===== src/rtl/mem_port_arbiter.sv =====
// mem_port_arbiter: shares one single-port synchronous RAM between the IF stage
// (read-only fetch) and the MEM stage (load/store). One access at a time; MEM has
// priority, and a starvation counter forces IF to win after MAX_WAIT consecutive
// MEM grants while IF is waiting. All outputs are registered.
//
// Ports:
//   clock, reset                 rising-edge clock, asynchronous active-low reset
//   if_req/if_addr               IF read request, held until if_ready
//   if_rdata/if_ready            fetched word and one-cycle completion pulse
//   mem_req/mem_we/mem_addr/     MEM request (we=1 store), held until mem_ready
//   mem_wdata
//   mem_rdata/mem_ready          load data and one-cycle completion pulse
//   ram_en/ram_we/ram_addr/      RAM strobe (one cycle per access), write enable,
//   ram_wdata/ram_rdata          registered address/data, read data (LAT latency)
//   busy                         high whenever the FSM is not idle
module mem_port_arbiter #(
  parameter int unsigned ADDR_W   = 32,
  parameter int unsigned DATA_W   = 32,
  parameter int unsigned LAT      = 2,
  parameter int unsigned MAX_WAIT = 4
) (
  input  logic              clock,
  input  logic              reset,
  input  logic              if_req,
  input  logic [ADDR_W-1:0] if_addr,
  output logic [DATA_W-1:0] if_rdata,
  output logic              if_ready,
  input  logic              mem_req,
  input  logic              mem_we,
  input  logic [ADDR_W-1:0] mem_addr,
  input  logic [DATA_W-1:0] mem_wdata,
  output logic [DATA_W-1:0] mem_rdata,
  output logic              mem_ready,
  output logic              ram_en,
  output logic              ram_we,
  output logic [ADDR_W-1:0] ram_addr,
  output logic [DATA_W-1:0] ram_wdata,
  input  logic [DATA_W-1:0] ram_rdata,
  output logic              busy
);

  localparam int unsigned LatW  = $clog2(LAT + 1);
  localparam int unsigned WaitW = $clog2(MAX_WAIT + 1);
  localparam logic [LatW-1:0]  LatLoad = LatW'(LAT);
  localparam logic [WaitW-1:0] WaitMax = WaitW'(MAX_WAIT);

  typedef enum logic [1:0] {StIdle, StIssue, StWait, StDone} state_e;

  state_e            state_q, state_d;
  logic              owner_mem_q, owner_mem_d;
  logic [LatW-1:0]   lat_cnt_q, lat_cnt_d;
  logic [WaitW-1:0]  wait_cnt_q, wait_cnt_d;
  logic              ram_en_q, ram_en_d;
  logic              ram_we_q, ram_we_d;
  logic [ADDR_W-1:0] ram_addr_q, ram_addr_d;
  logic [DATA_W-1:0] ram_wdata_q, ram_wdata_d;
  logic [DATA_W-1:0] if_rdata_q, if_rdata_d;
  logic [DATA_W-1:0] mem_rdata_q, mem_rdata_d;
  logic              if_ready_q, if_ready_d;
  logic              mem_ready_q, mem_ready_d;
  logic              busy_q, busy_d;

  logic grant_mem, grant_if;

  assign grant_mem = mem_req && (!if_req || (wait_cnt_q < WaitMax));
  assign grant_if  = if_req && !grant_mem;

  always_comb begin
    state_d     = state_q;
    owner_mem_d = owner_mem_q;
    lat_cnt_d   = lat_cnt_q;
    wait_cnt_d  = wait_cnt_q;
    ram_en_d    = 1'b0;
    ram_we_d    = 1'b0;
    ram_addr_d  = ram_addr_q;
    ram_wdata_d = ram_wdata_q;
    if_rdata_d  = if_rdata_q;
    mem_rdata_d = mem_rdata_q;
    if_ready_d  = 1'b0;
    mem_ready_d = 1'b0;

    unique case (state_q)
      // The edge closing the ready cycle also arbitrates, so back-to-back
      // accesses lose no cycle; a requester drops or advances its req on ready.
      StIdle, StDone: begin
        state_d = StIdle;
        if (!if_req) wait_cnt_d = '0;
        if (grant_mem) begin
          state_d     = StIssue;
          owner_mem_d = 1'b1;
          ram_en_d    = 1'b1;
          ram_we_d    = mem_we;
          ram_addr_d  = mem_addr;
          ram_wdata_d = mem_wdata;
          if (if_req && (wait_cnt_q != WaitMax)) wait_cnt_d = wait_cnt_q + WaitW'(1);
        end else if (grant_if) begin
          state_d     = StIssue;
          owner_mem_d = 1'b0;
          ram_en_d    = 1'b1;
          ram_we_d    = 1'b0;
          ram_addr_d  = if_addr;
          wait_cnt_d  = '0;
        end
      end
      StIssue: begin
        if (owner_mem_q && ram_we_q) begin
          state_d     = StDone;
          mem_ready_d = 1'b1;
        end else begin
          state_d   = StWait;
          lat_cnt_d = LatLoad;
        end
      end
      StWait: begin
        lat_cnt_d = lat_cnt_q - LatW'(1);
        if (lat_cnt_q == LatW'(1)) begin
          state_d = StDone;
          if (owner_mem_q) begin
            mem_rdata_d = ram_rdata;
            mem_ready_d = 1'b1;
          end else begin
            if_rdata_d = ram_rdata;
            if_ready_d = 1'b1;
          end
        end
      end
      default: state_d = StIdle;
    endcase

    busy_d = (state_d != StIdle);
  end

  always_ff @(posedge clock or negedge reset) begin
    if (!reset) begin
      state_q     <= StIdle;
      owner_mem_q <= 1'b0;
      lat_cnt_q   <= '0;
      wait_cnt_q  <= '0;
      ram_en_q    <= 1'b0;
      ram_we_q    <= 1'b0;
      ram_addr_q  <= '0;
      ram_wdata_q <= '0;
      if_rdata_q  <= '0;
      mem_rdata_q <= '0;
      if_ready_q  <= 1'b0;
      mem_ready_q <= 1'b0;
      busy_q      <= 1'b0;
    end else begin
      state_q     <= state_d;
      owner_mem_q <= owner_mem_d;
      lat_cnt_q   <= lat_cnt_d;
      wait_cnt_q  <= wait_cnt_d;
      ram_en_q    <= ram_en_d;
      ram_we_q    <= ram_we_d;
      ram_addr_q  <= ram_addr_d;
      ram_wdata_q <= ram_wdata_d;
      if_rdata_q  <= if_rdata_d;
      mem_rdata_q <= mem_rdata_d;
      if_ready_q  <= if_ready_d;
      mem_ready_q <= mem_ready_d;
      busy_q      <= busy_d;
    end
  end

  assign if_rdata  = if_rdata_q;
  assign if_ready  = if_ready_q;
  assign mem_rdata = mem_rdata_q;
  assign mem_ready = mem_ready_q;
  assign ram_en    = ram_en_q;
  assign ram_we    = ram_we_q;
  assign ram_addr  = ram_addr_q;
  assign ram_wdata = ram_wdata_q;
  assign busy      = busy_q;

endmodule


===== config.mk =====
export PLATFORM = sky130hd
export DESIGN_NAME = mem_port_arbiter
export DESIGN_NICKNAME = d
export VERILOG_FILES = /design/src/rtl/mem_port_arbiter.sv
export SDC_FILE = /design/constraint.sdc
export NUM_CORES = 1
export LEC_CHECK = 0
export ABC_AREA = 1
export CORE_MARGIN = 2
export CORE_UTILIZATION = 45
export CTS_CLUSTER_SIZE = 20
export DETAILED_ROUTE_END_ITERATION = 7
export PLACE_DENSITY = 0.86
export SYNTH_ARGS = -nofsm -noshare
export SYNTH_HDL_FRONTEND = slang
export SYNTH_SLANG_ARGS = --single-unit

===== constraint.sdc =====
create_clock -name clock -period 3.6 [get_ports clock]
set_input_delay 0.9 -clock clock [delete_from_list [all_inputs] [get_ports clock]]
set_output_delay 0.9 -clock clock [all_outputs]
set_load 0.02 [all_outputs]

* After elaboration in Yosys (flattened, before gate mapping) *
Cells that the tools add are included.

storage, ports and cells
  register bits = 141
  input port bits = 133
  logic and storage cells = 67

cells by class
  add/sub/neg operators = 2
  order comparisons = 1
  equality and inequality tests = 6
  mux-type cells = 27
  bitwise operators = 1
  reduce and logical (&&, ||, !) cells = 17

operators by type and width
  kind                 count
  $mux 32              2
  $mux 1               16
  $mux 3               4
  $pmux 2 s3           1
  $reduce_and 2->1     3
  $reduce_and 3->1     2
  $reduce_bool 2->1    3
  $eq 2x1->1 const B   2
  $eq 2x2->1 const B   2
  $logic_and 1x1->1    4
  $mux 2               2
  $pmux 2 s2           1
  $add 3x1->3 const B  1
  $lt 3x3->1 const B   1
  $ne 3x3->1 const B   1
  $logic_not 1->1      2
  $logic_not 2->1      1
  $ne 2x2->1 const B   1
  $pmux 1 s2           1
  $reduce_or 2->1      1
  $sub 2x1->2 const B  1
  $logic_or 1x1->1     1
  $not 1->1            1

* Depth between registers and ports, before layout *
Gate-level depths: netlist of the first run.

  depth in word-level cells = 9
  mapped depth = 8
  depth with buffers taken out = 8

* Worst setup path after synthesis of the first run *
OpenSTA, ideal clock, no wires.

  path type = input -> register
  start = in if_req
  end = reg ram_addr_q[10] (netlist: ram_addr[10])
  arrival time = 1,647 ps
  data required time = 3,483 ps
  path slack = 1,836 ps
  stages = 6
  cell sequence = buf_6 nor2_1 nor2_8 buf_2 nand3_1 nand2_1

on the way
  longest elaborated chain between the ends = 7

ends and longest elaborated chain
  element                      RTL line  source
  start: declaration           24        input logic if_req,
  $logic_not 1->1              -
  $logic_or 1x1->1             65        assign grant_mem = mem_req && (!if_req || (wait_cnt_q < WaitMax));
  $logic_and 1x1->1            65
  $logic_not 1->1              66        assign grant_if = if_req && !grant_mem;
  $logic_and 1x1->1            66
  $reduce_bool 2->1 (no line)  -
  $reduce_and 2->1 (no line)   -
  end signal: assignment       155       ram_addr_q <= ram_addr_d;
  end: declaration             55        logic [ADDR_W-1:0] ram_addr_q, ram_addr_d;

Several ways; a longest one is shown, not always the timed one.
A chain may end at the register's enable or synchronous reset.

* Worst setup path after layout of the first run *
  start = in mem_req
  end = reg ram_addr_q[26] (netlist: ram_addr[26])

on the way
  longest elaborated chain between the ends = 5

ends and longest elaborated chain
  element                      RTL line  source
  start: declaration           28        input logic mem_req,
  $logic_and 1x1->1 (*)        65
  $logic_not 1->1              66
  $logic_and 1x1->1            66
  $reduce_bool 2->1 (no line)  -
  $reduce_and 2->1 (no line)   -

Every way passes the cells marked *; elsewhere a longest branch is shown, timed or not.

==> run summary, run 1 <==
H-tree lvl count -> 4
Worst-path fanout max -> 35
Most used cell along the critical path -> nand2_1
Routability Congestion -> 0.793
Post-DP HPWL -> 11.8 mm
Vias in the first global route -> 5,466
Pins over their slew limit -> 0
Via-to-Cell Ratio -> 4.81
Number of diodes -> 0
First-pass DRT Iterations -> 5
Unrepaired setup endpoints after global routing -> false
CP cell instances -> clkdlybuf4s50_1 -> nor2_1 -> nor2_8 -> inv_4 -> nand2_1 -> nand2_1
Setup Buffers After CTS -> 0
CTS Buffer Depth -> 2
Synthesized area -> 0.00600 mm2
Worst-margin pin slew -> 0.709 ns
Final nets -> 1,086
Min Tclk post-route -> 2.71 ns
Worst path max stage delay -> 0.92 ns
CTS root buf -> clkbuf_16
CP Launch Type -> input port
Reg area -> 0.00353 mm2
Placed instance area -> 0.00875 mm2
Post-Synthesis Cells -> 693
Fin Hold WS -> 0.463 ns
Mapped Avg Cell Area -> 8.66 um2
Synth warn -> 0
Multi-input gate area -> 0.00197 mm2
Power Density -> 950 mW/mm2
Post-synthesis sequential area ratio -> 58.8%
Crit path arrival time -> 3.00 ns
Distinct cells, synth -> 22
Rel. slew slack -> 52.6%
Iter 0 DRT Violations -> 471
Reg-to-reg setup timing slack -> 1.61 ns
Vias -> 5,464
Clock transition at path regs -> 0.06 ns
Hold Crit Class -> input port to async pin
Post-cts resize count -> 0
Area growth syn-to-layout -> 56.0%
Endpoint of the lowest-slack register-to-register path -> ram_addr[26]$_DFFE_PN0P_
CP required -> 3.89 ns
First-pass GRT wire length -> 26.9 mm
Setup TNS -> 0 ns
Hold-fix buffers, CTS -> 0
Hold Vio Cnt, Final -> 0
Setup Crit Path Kind -> input port to flip-flop
Overall routed net length -> 16.5 mm
Clk_lat worst skew -> 0.40 ns
FF+latch count, synth -> 141
Clock Sinks -> 141
Total CTS buffers -> 17
Critical R2R Launch -> state_q[0]$_DFF_PN0_
Die Width -> 120 um
CP Launch Point -> mem_req
Worst R2R Path Depth -> 7
Max cap viols -> 0
Final Cycle Share -> 75.2%
CP endpoint -> ram_addr[26]$_DFFE_PN0P_
Core region area -> 0.0131 mm2
Layout filler cell count -> 990
Die Y-Extent -> 120 um
Status -> completed
# port buffers -> 265
CP Capture Type -> flip-flop
Max IR drop VDD -> 0.514 mV
GR Util All Layers -> 24.0%
Slowest stage cell, crit path -> clkdlybuf4s50_1
Upper clock frequency limit -> 370 MHz
Fin area -> 0.00937 mm2
Share of cells above drive strength 1 -> 5.00%
Post-synthesis async set-or-reset flop share -> 100%
Antenna violations before repair -> 0
Num rows -> 42
Most frequent cells in the layout -> nand2_1 (281), clkdlybuf4s50_1 (264), dfrtp_1 (141)
Post-synth net total -> 831
Commonest non-fill, non-tap cell in the layout -> nand2_1
WL per Instance -> 14.5 um
Post-synth EDFFs -> 0
Synth Flop Type -> dfrtp_1
Initial core utilization -> 45.7%
Drc violations -> 0
Largest net degree at the start of global routing -> 69
Final setup fails -> 0
Clock skew -> 0.00350 ns
Lkg Pwr -> 0.00465 uW
Total grt overflow -> 0
CTS tree -> built
ANT nets after route -> 0
Top-level I/O count -> 266
Die area -> 0.0143 mm2
==> worst max-delay path: cells and delay by family <==
family                 cells  cell delay [ns]
buffers and inverters      2             1.19
and+or+nand+nor            4             0.89
==> metrics by stage <==
step | power (uW) | util [%] | std cells | setup slack [ns]
after floorplan | 5110 | - | 693 | 1.84
after CTS | 8990 | 71.3 | 1136 | 0.867
after detailed placement | 7140 | 66.6 | 1105 | 0.429
after global placement | 7000 | 66.6 | 1105 | 0.523
final | 8900 | 71.3 | 1136 | 0.894
after global routing | 9490 | 71.3 | 1136 | 0.708
==> cell type report <==
class | instances | share of cell area [%]
clock buffers | 18 | 4.69
repair buffers | 273 | 29.1
clock inverters | 13 | 1.84
inverters | 82 | 3.31
well taps | 176 | 2.35
flip-flops and latches | 141 | 37.7
multi-input cells | 433 | 21.0
==> metal layers <==
metal	track usage, %	wire [um]	up-vias
met5	0	0	-
met4	8.90	333	0
met3	7.89	1340	25
met2	39.5	8100	221
met1	29.5	6700	2570
li1	-	-	2648
==> state kept, by name, indices dropped and copies added, names as in the netlist <==
signal	flops
if_rdata	32
mem_rdata	32
ram_addr	32
ram_wdata	32
wait_cnt_q	3
lat_cnt_q	2
state_q	2
busy	1
if_ready	1
mem_ready	1
owner_mem_q	1
ram_en	1
ram_we	1
==> how the worst min path moves through the flow <==
stage	start	end	slack, ns	depth (start not counted)
6_report	reset	if_rdata[20]$_DFFE_PN0P_	0.46	1
2_1_floorplan	lat_cnt_q[1]$_DFFE_PN0P_	lat_cnt_q[1]$_DFFE_PN0P_	0.44	2
3_3_place_gp	lat_cnt_q[1]$_DFFE_PN0P_	lat_cnt_q[1]$_DFFE_PN0P_	0.46	2
5_1_grt	ram_addr[7]$_DFFE_PN0P_	ram_addr[7]$_DFFE_PN0P_	0.50	2
4_1_cts	ram_addr[20]$_DFFE_PN0P_	ram_addr[20]$_DFFE_PN0P_	0.48	2
3_5_place_dp	ram_addr[20]$_DFFE_PN0P_	ram_addr[20]$_DFFE_PN0P_	0.46	2
==> power breakdown <==
part           internal, uW  switching [uW]  total, uW
combinational          1890            2350       4240
clock                  1160             641       1810
sequential             2390             455       2840
total                  5450            3450       8900
==> Yosys cell counts (2+ instances only) <==
cell / instances / area share [%]
ha_1: 5 / 1.0
nor2_1: 2 / 0.13
inv_2: 2 / 0.13
nand2_1: 281 / 18
nand3b_1: 33 / 4.1
dfrtp_1: 141 / 59
inv_1: 79 / 4.9
buf_1: 3 / 0.19
buf_4: 5 / 0.63
clkbuf_1: 10 / 0.63
o21ai_0: 67 / 5.6
nand3_1: 38 / 3.2
buf_2: 15 / 1.3
buf_6: 4 / 0.75
==> cell families (layout without fill, tap and decap cells) <==
group,after synthesis,count (layout),share of synthesized area [%]
compound gates,69,69,5.79
fa+ha+maj,5,5,1.04
buf+inv,119,386,8.61
flops,141,141,58.8
simple gates,359,359,25.8
Note: power is estimated with default switching activity, not from simulation.
==> run 2: changes to the inputs <==
- CORE_UTILIZATION: 45 -> 42
- PLACE_DENSITY: 0.86 -> 0.81
- clock period: 3.6 -> 2.55 ns (I/O delays scaled with it)
==> run summary, run 2 (same netlist as run 1, synthesis figures left out) <==
Internal power -> 7980 uW
Largest net degree at the start of global routing -> 66
Worst-path fanout max -> 2
Post-cts resize count -> 0
Status -> completed
CP Capture Type -> output port
Hold Crit Class -> input port to async pin
Vias -> 5,469
Setup TNS -> 0 ns
Worst path max stage delay -> 0.66 ns
CTS Buffer Depth -> 2
Total CTS buffers -> 17
CP Launch Point -> ram_we$_DFF_PN0_
Hold Vio Cnt, Final -> 0
H-tree lvl count -> 4
Min Tclk post-route -> 2.06 ns
WL per Instance -> 14.4 um
Die area -> 0.0153 mm2
Total grt overflow -> 0
CP Buf/Inv Count -> 1
Switch Pwr -> 4870 uW
CTS tree -> built
CP required -> 1.91 ns
Via-to-Cell Ratio -> 4.78
Hold-fix buffers, CTS -> 0
Drc violations -> 0
Slowest stage cell, crit path -> clkdlybuf4s50_1
Area growth syn-to-layout -> 58.0%
Final nets -> 1,090
Reg power frac -> 31.1%
Commonest non-fill, non-tap cell in the layout -> nand2_1
Pins over their slew limit -> 0
Vias in the first global route -> 5,611
CP cell instances -> clkdlybuf4s50_1
Top-level I/O count -> 266
Initial core utilization -> 43.1%
Overall routed net length -> 16.5 mm
Routability Congestion -> 0.791
Layout filler cell count -> 1,108
Max cap viols -> 0
Upper clock frequency limit -> 485 MHz
# port buffers -> 265
Comb power frac -> 47.2%
Switch share -> 37.9%
Share of cells above drive strength 1 -> 5.29%
Reg area -> 0.00353 mm2
Worst-margin pin slew -> 0.584 ns
Multi-input gate area -> 0.00197 mm2
Clock transition at path regs -> 0.06 ns
Number of diodes -> 0
ANT nets after route -> 0
Post-DP HPWL -> 11.9 mm
Setup Buffers After CTS -> 0
Die Y-Extent -> 124 um
CTS root buf -> clkbuf_16
Clock Sinks -> 141
Core region area -> 0.0139 mm2
Crit path arrival time -> 1.42 ns
GR Util All Layers -> 22.5%
Power Density -> 1360 mW/mm2
Num rows -> 43
Final setup fails -> 0
Clock Power Share -> 21.7%
Max IR drop VDD -> 0.729 mV
Final Cycle Share -> 80.9%
Die Width -> 124 um
Clk_lat worst skew -> 0.41 ns
Critical R2R Launch -> state_q[0]$_DFF_PN0_
Dpl cells -> 1,113
Rel. slew slack -> 61.1%
Antenna violations before repair -> 0
First-pass DRT Iterations -> 4
CP Launch Type -> flip-flop
First-pass GRT wire length -> 26.7 mm
Lkg Pwr -> 0.00471 uW
Clock skew -> 0.00819 ns
Iter 0 DRT Violations -> 290
Setup Crit Path Kind -> flip-flop to output port
Unrepaired setup endpoints after global routing -> false
Most frequent cells in the layout -> nand2_1 (281), clkdlybuf4s50_1 (264), dfrtp_1 (141)
CP delay by family, top -> buffers and inverters
Layout Cells excl Fill -> 1,144
[run 2: layer usage]
metal | routed length, um | share of wire (%) | track usage (%) | vias to the layer above
met4 | 393 | 2.4 | 8.66 | 0
met3 | 1600 | 9.7 | 7.84 | 30
met5 | 0 | 0 | 0 | -
met2 | 7800 | 47 | 36.9 | 233
li1 | - | - | - | 2656
met1 | 6680 | 41 | 27.2 | 2550
[run 2: final cells by class]
class | instances | area share (%)
multi-input cells | 433 | 20.8
clock buffers | 20 | 4.82
repair buffers | 277 | 29.3
clock inverters | 11 | 2.26
well taps | 180 | 2.37
flip-flops and latches | 141 | 37.2
inverters | 82 | 3.27
[run 2: power groups by stage]
| stage | registers (uW) | logic, uW | clock network (uW) |
|---|---|---|---|
| 2_1_floorplan | 5250 | 1970 | 0 |
| 3_3_place_gp | 3980 | 5990 | 0 |
| 3_5_place_dp | 4000 | 6120 | 0 |
| 4_1_cts | 4000 | 6130 | 2840 |
| 5_1_grt | 4130 | 6660 | 2960 |
| 6_report | 4000 | 6070 | 2790 |
[run 2: path summary, 6_finish.rpt]
path,slack (ns),to,depth (start not counted)
worst max register to register,0.88,ram_addr[14]$_DFFE_PN0P_,7
worst max-delay path,0.49,ram_we,1
worst min-delay path,0.15,if_rdata[17]$_DFFE_PN0P_,1
min in group clock,0.47,lat_cnt_q[1]$_DFFE_PN0P_,2
worst min register to register,0.47,lat_cnt_q[1]$_DFFE_PN0P_,2
max in group asynchronous,1.73,mem_rdata[16]$_DFFE_PN0P_,2
[run 2: metrics by stage]
stage / utilization [%] / total power, uW / hold slack, ns / worst slack [ns] / instance area (um2)
after floorplan: - / 7210 / 0.342 / 1.05 / 6000
after global placement: 63.2 / 9970 / 0.460 / 0.425 / 8810
after detailed placement: 63.2 / 10100 / 0.466 / 0.392 / 8810
after CTS: 68.1 / 13000 / 0.168 / 0.465 / 9480
after global routing: 68.1 / 13700 / 0.183 / 0.436 / 9480
final: 68.1 / 12900 / 0.149 / 0.488 / 9480
==> run 3: changes to the inputs <==
- clock period: 2.55 -> 1.93 ns (I/O delays scaled with it)
==> run summary, run 3 (same netlist as run 1, synthesis figures left out) <==
CP Capture Type -> output port
Clock transition at path regs -> 0.06 ns
# port buffers -> 265
Status -> completed
CP cell instances -> clkdlybuf4s50_1
Area growth syn-to-layout -> 59.8%
Reg power frac -> 30.9%
Final nets -> 1,098
Switch Pwr -> 6510 uW
Clk_lat worst skew -> 0.41 ns
Vias in the first global route -> 5,402
Share of cells above drive strength 1 -> 5.87%
Commonest non-fill, non-tap cell in the layout -> nand2_1
Setup TNS -> 0 ns
Via-to-Cell Ratio -> 4.76
Upper clock frequency limit -> 526 MHz
Layout filler cell count -> 1,092
Clock Power Share -> 21.3%
Setup Buffers After CTS -> 0
Final Cycle Share -> 98.4%
Die Width -> 124 um
Total grt overflow -> 0
Final setup fails -> 0
Fin area -> 0.00959 mm2
CTS root buf -> clkbuf_16
Largest net degree at the start of global routing -> 66
Clock Sinks -> 141
Number of diodes -> 0
Switch share -> 38.3%
Clock skew -> 0.00613 ns
CP required -> 1.45 ns
Vias -> 5,479
ANT nets after route -> 0
Num rows -> 43
Rel. slew slack -> 62.7%
Drc violations -> 0
WL per Instance -> 14.8 um
CTS tree -> built
Max IR drop VDD -> 1.15 mV
Pins over their slew limit -> 0
GR Util All Layers -> 22.6%
Post-DP HPWL -> 12.1 mm
H-tree lvl count -> 4
Hold Crit Class -> flip-flop to flip-flop
Iter 0 DRT Violations -> 376
CP Buf/Inv Count -> 1
Setup Crit Path Kind -> flip-flop to output port
Worst slack, placed -> -0.0387 ns
Initial core utilization -> 43.1%
Total CTS buffers -> 17
Antenna violations before repair -> 0
Placed instance area -> 0.00889 mm2
Hold Vio Cnt, Final -> 0
Final WS setup -> 0.0300 ns
Die area -> 0.0153 mm2
CTS Buffer Depth -> 2
CP delay by family, top -> buffers and inverters
First-pass DRT Iterations -> 5
Worst path max stage delay -> 0.65 ns
First-pass GRT wire length -> 26.3 mm
Worst-margin pin slew -> 0.560 ns
Min Tclk post-route -> 1.90 ns
Slowest stage cell, crit path -> clkdlybuf4s50_1
Internal power -> 10,500 uW
Core region area -> 0.0139 mm2
Lkg Pwr -> 0.00496 uW
Routability Congestion -> 0.786
Top-level I/O count -> 266
Power Density -> 1770 mW/mm2
Comb power frac -> 47.8%
Final Core Density -> 68.8%
Crit path arrival time -> 1.42 ns
Die Y-Extent -> 124 um
CP Launch Type -> flip-flop
Max cap viols -> 0
Worst-path fanout max -> 2
Overall routed net length -> 17.1 mm
Most frequent cells in the layout -> nand2_1 (281), clkdlybuf4s50_1 (244), dfrtp_1 (141)
run 3: cell type report:
| class | instances | area [um2] | share of cell area, % |
|---|---|---|---|
| clock buffers | 18 | 429 | 4.47 |
| clock inverters | 12 | 220 | 2.30 |
| inverters | 82 | 310 | 3.23 |
| multi-input cells | 433 | 1970 | 20.5 |
| flip-flops and latches | 141 | 3530 | 36.8 |
| well taps | 180 | 225 | 2.35 |
| repair buffers | 285 | 2910 | 30.4 |
run 3: timing repair:
item / in CTS / in global routing
hold buffers: 1 / 0
setup endpoints to repair: 2 / 18
gates resized for setup: 2 / 18
endpoints found under the hold margin: 5 / 0
run 3: final timing paths:
path / startpoint / endpoint / slack, ns / depth (start not counted)
worst max register to register: state_q[0]$_DFF_PN0_ / ram_wdata[7]$_DFFE_PN0P_ / 0.29 / 6
max in group asynchronous: reset / state_q[0]$_DFF_PN0_ / 0.74 / 3
worst min register to register: if_rdata[27]$_DFFE_PN0P_ / if_rdata[27]$_DFFE_PN0P_ / 0.48 / 2
worst min-delay path: if_rdata[27]$_DFFE_PN0P_ / if_rdata[27]$_DFFE_PN0P_ / 0.48 / 2
min in group asynchronous: reset / mem_rdata[14]$_DFFE_PN0P_ / 0.57 / 2
worst max-delay path: ram_wdata[31]$_DFFE_PN0P_ / ram_wdata[31] / 0.03 / 1
run 3: layer usage:
layer  vias up  share of wire (%)  track usage [%]
li1       2667                  -                -
met1      2567                 40             25.9
met2       225                 49             38.5
met3        20                9.5             8.99
met4         0                1.5             7.46
met5         -                  0                0
run 3: power groups by stage:
| stage | sequential [uW] | combinational [uW] | clock (uW) |
|---|---|---|---|
| 6_report | 5260 | 8130 | 3620 |
| 5_1_grt | 5430 | 8850 | 3830 |
| 4_1_cts | 5270 | 8250 | 3690 |
| 3_5_place_dp | 5260 | 8240 | 0 |
| 3_3_place_gp | 5250 | 8030 | 0 |
| 2_1_floorplan | 6930 | 2600 | 0 |
run 3: metrics by stage:
step | hold WS (ns) | total power [uW] | instances
floorplan | 0.187 | 9530 | 693
global placement | 0.435 | 13300 | 1120
detailed placement | 0.437 | 13500 | 1120
CTS | 0.481 | 17200 | 1151
global route | 0.493 | 18100 | 1151
finish | 0.479 | 17000 | 1151
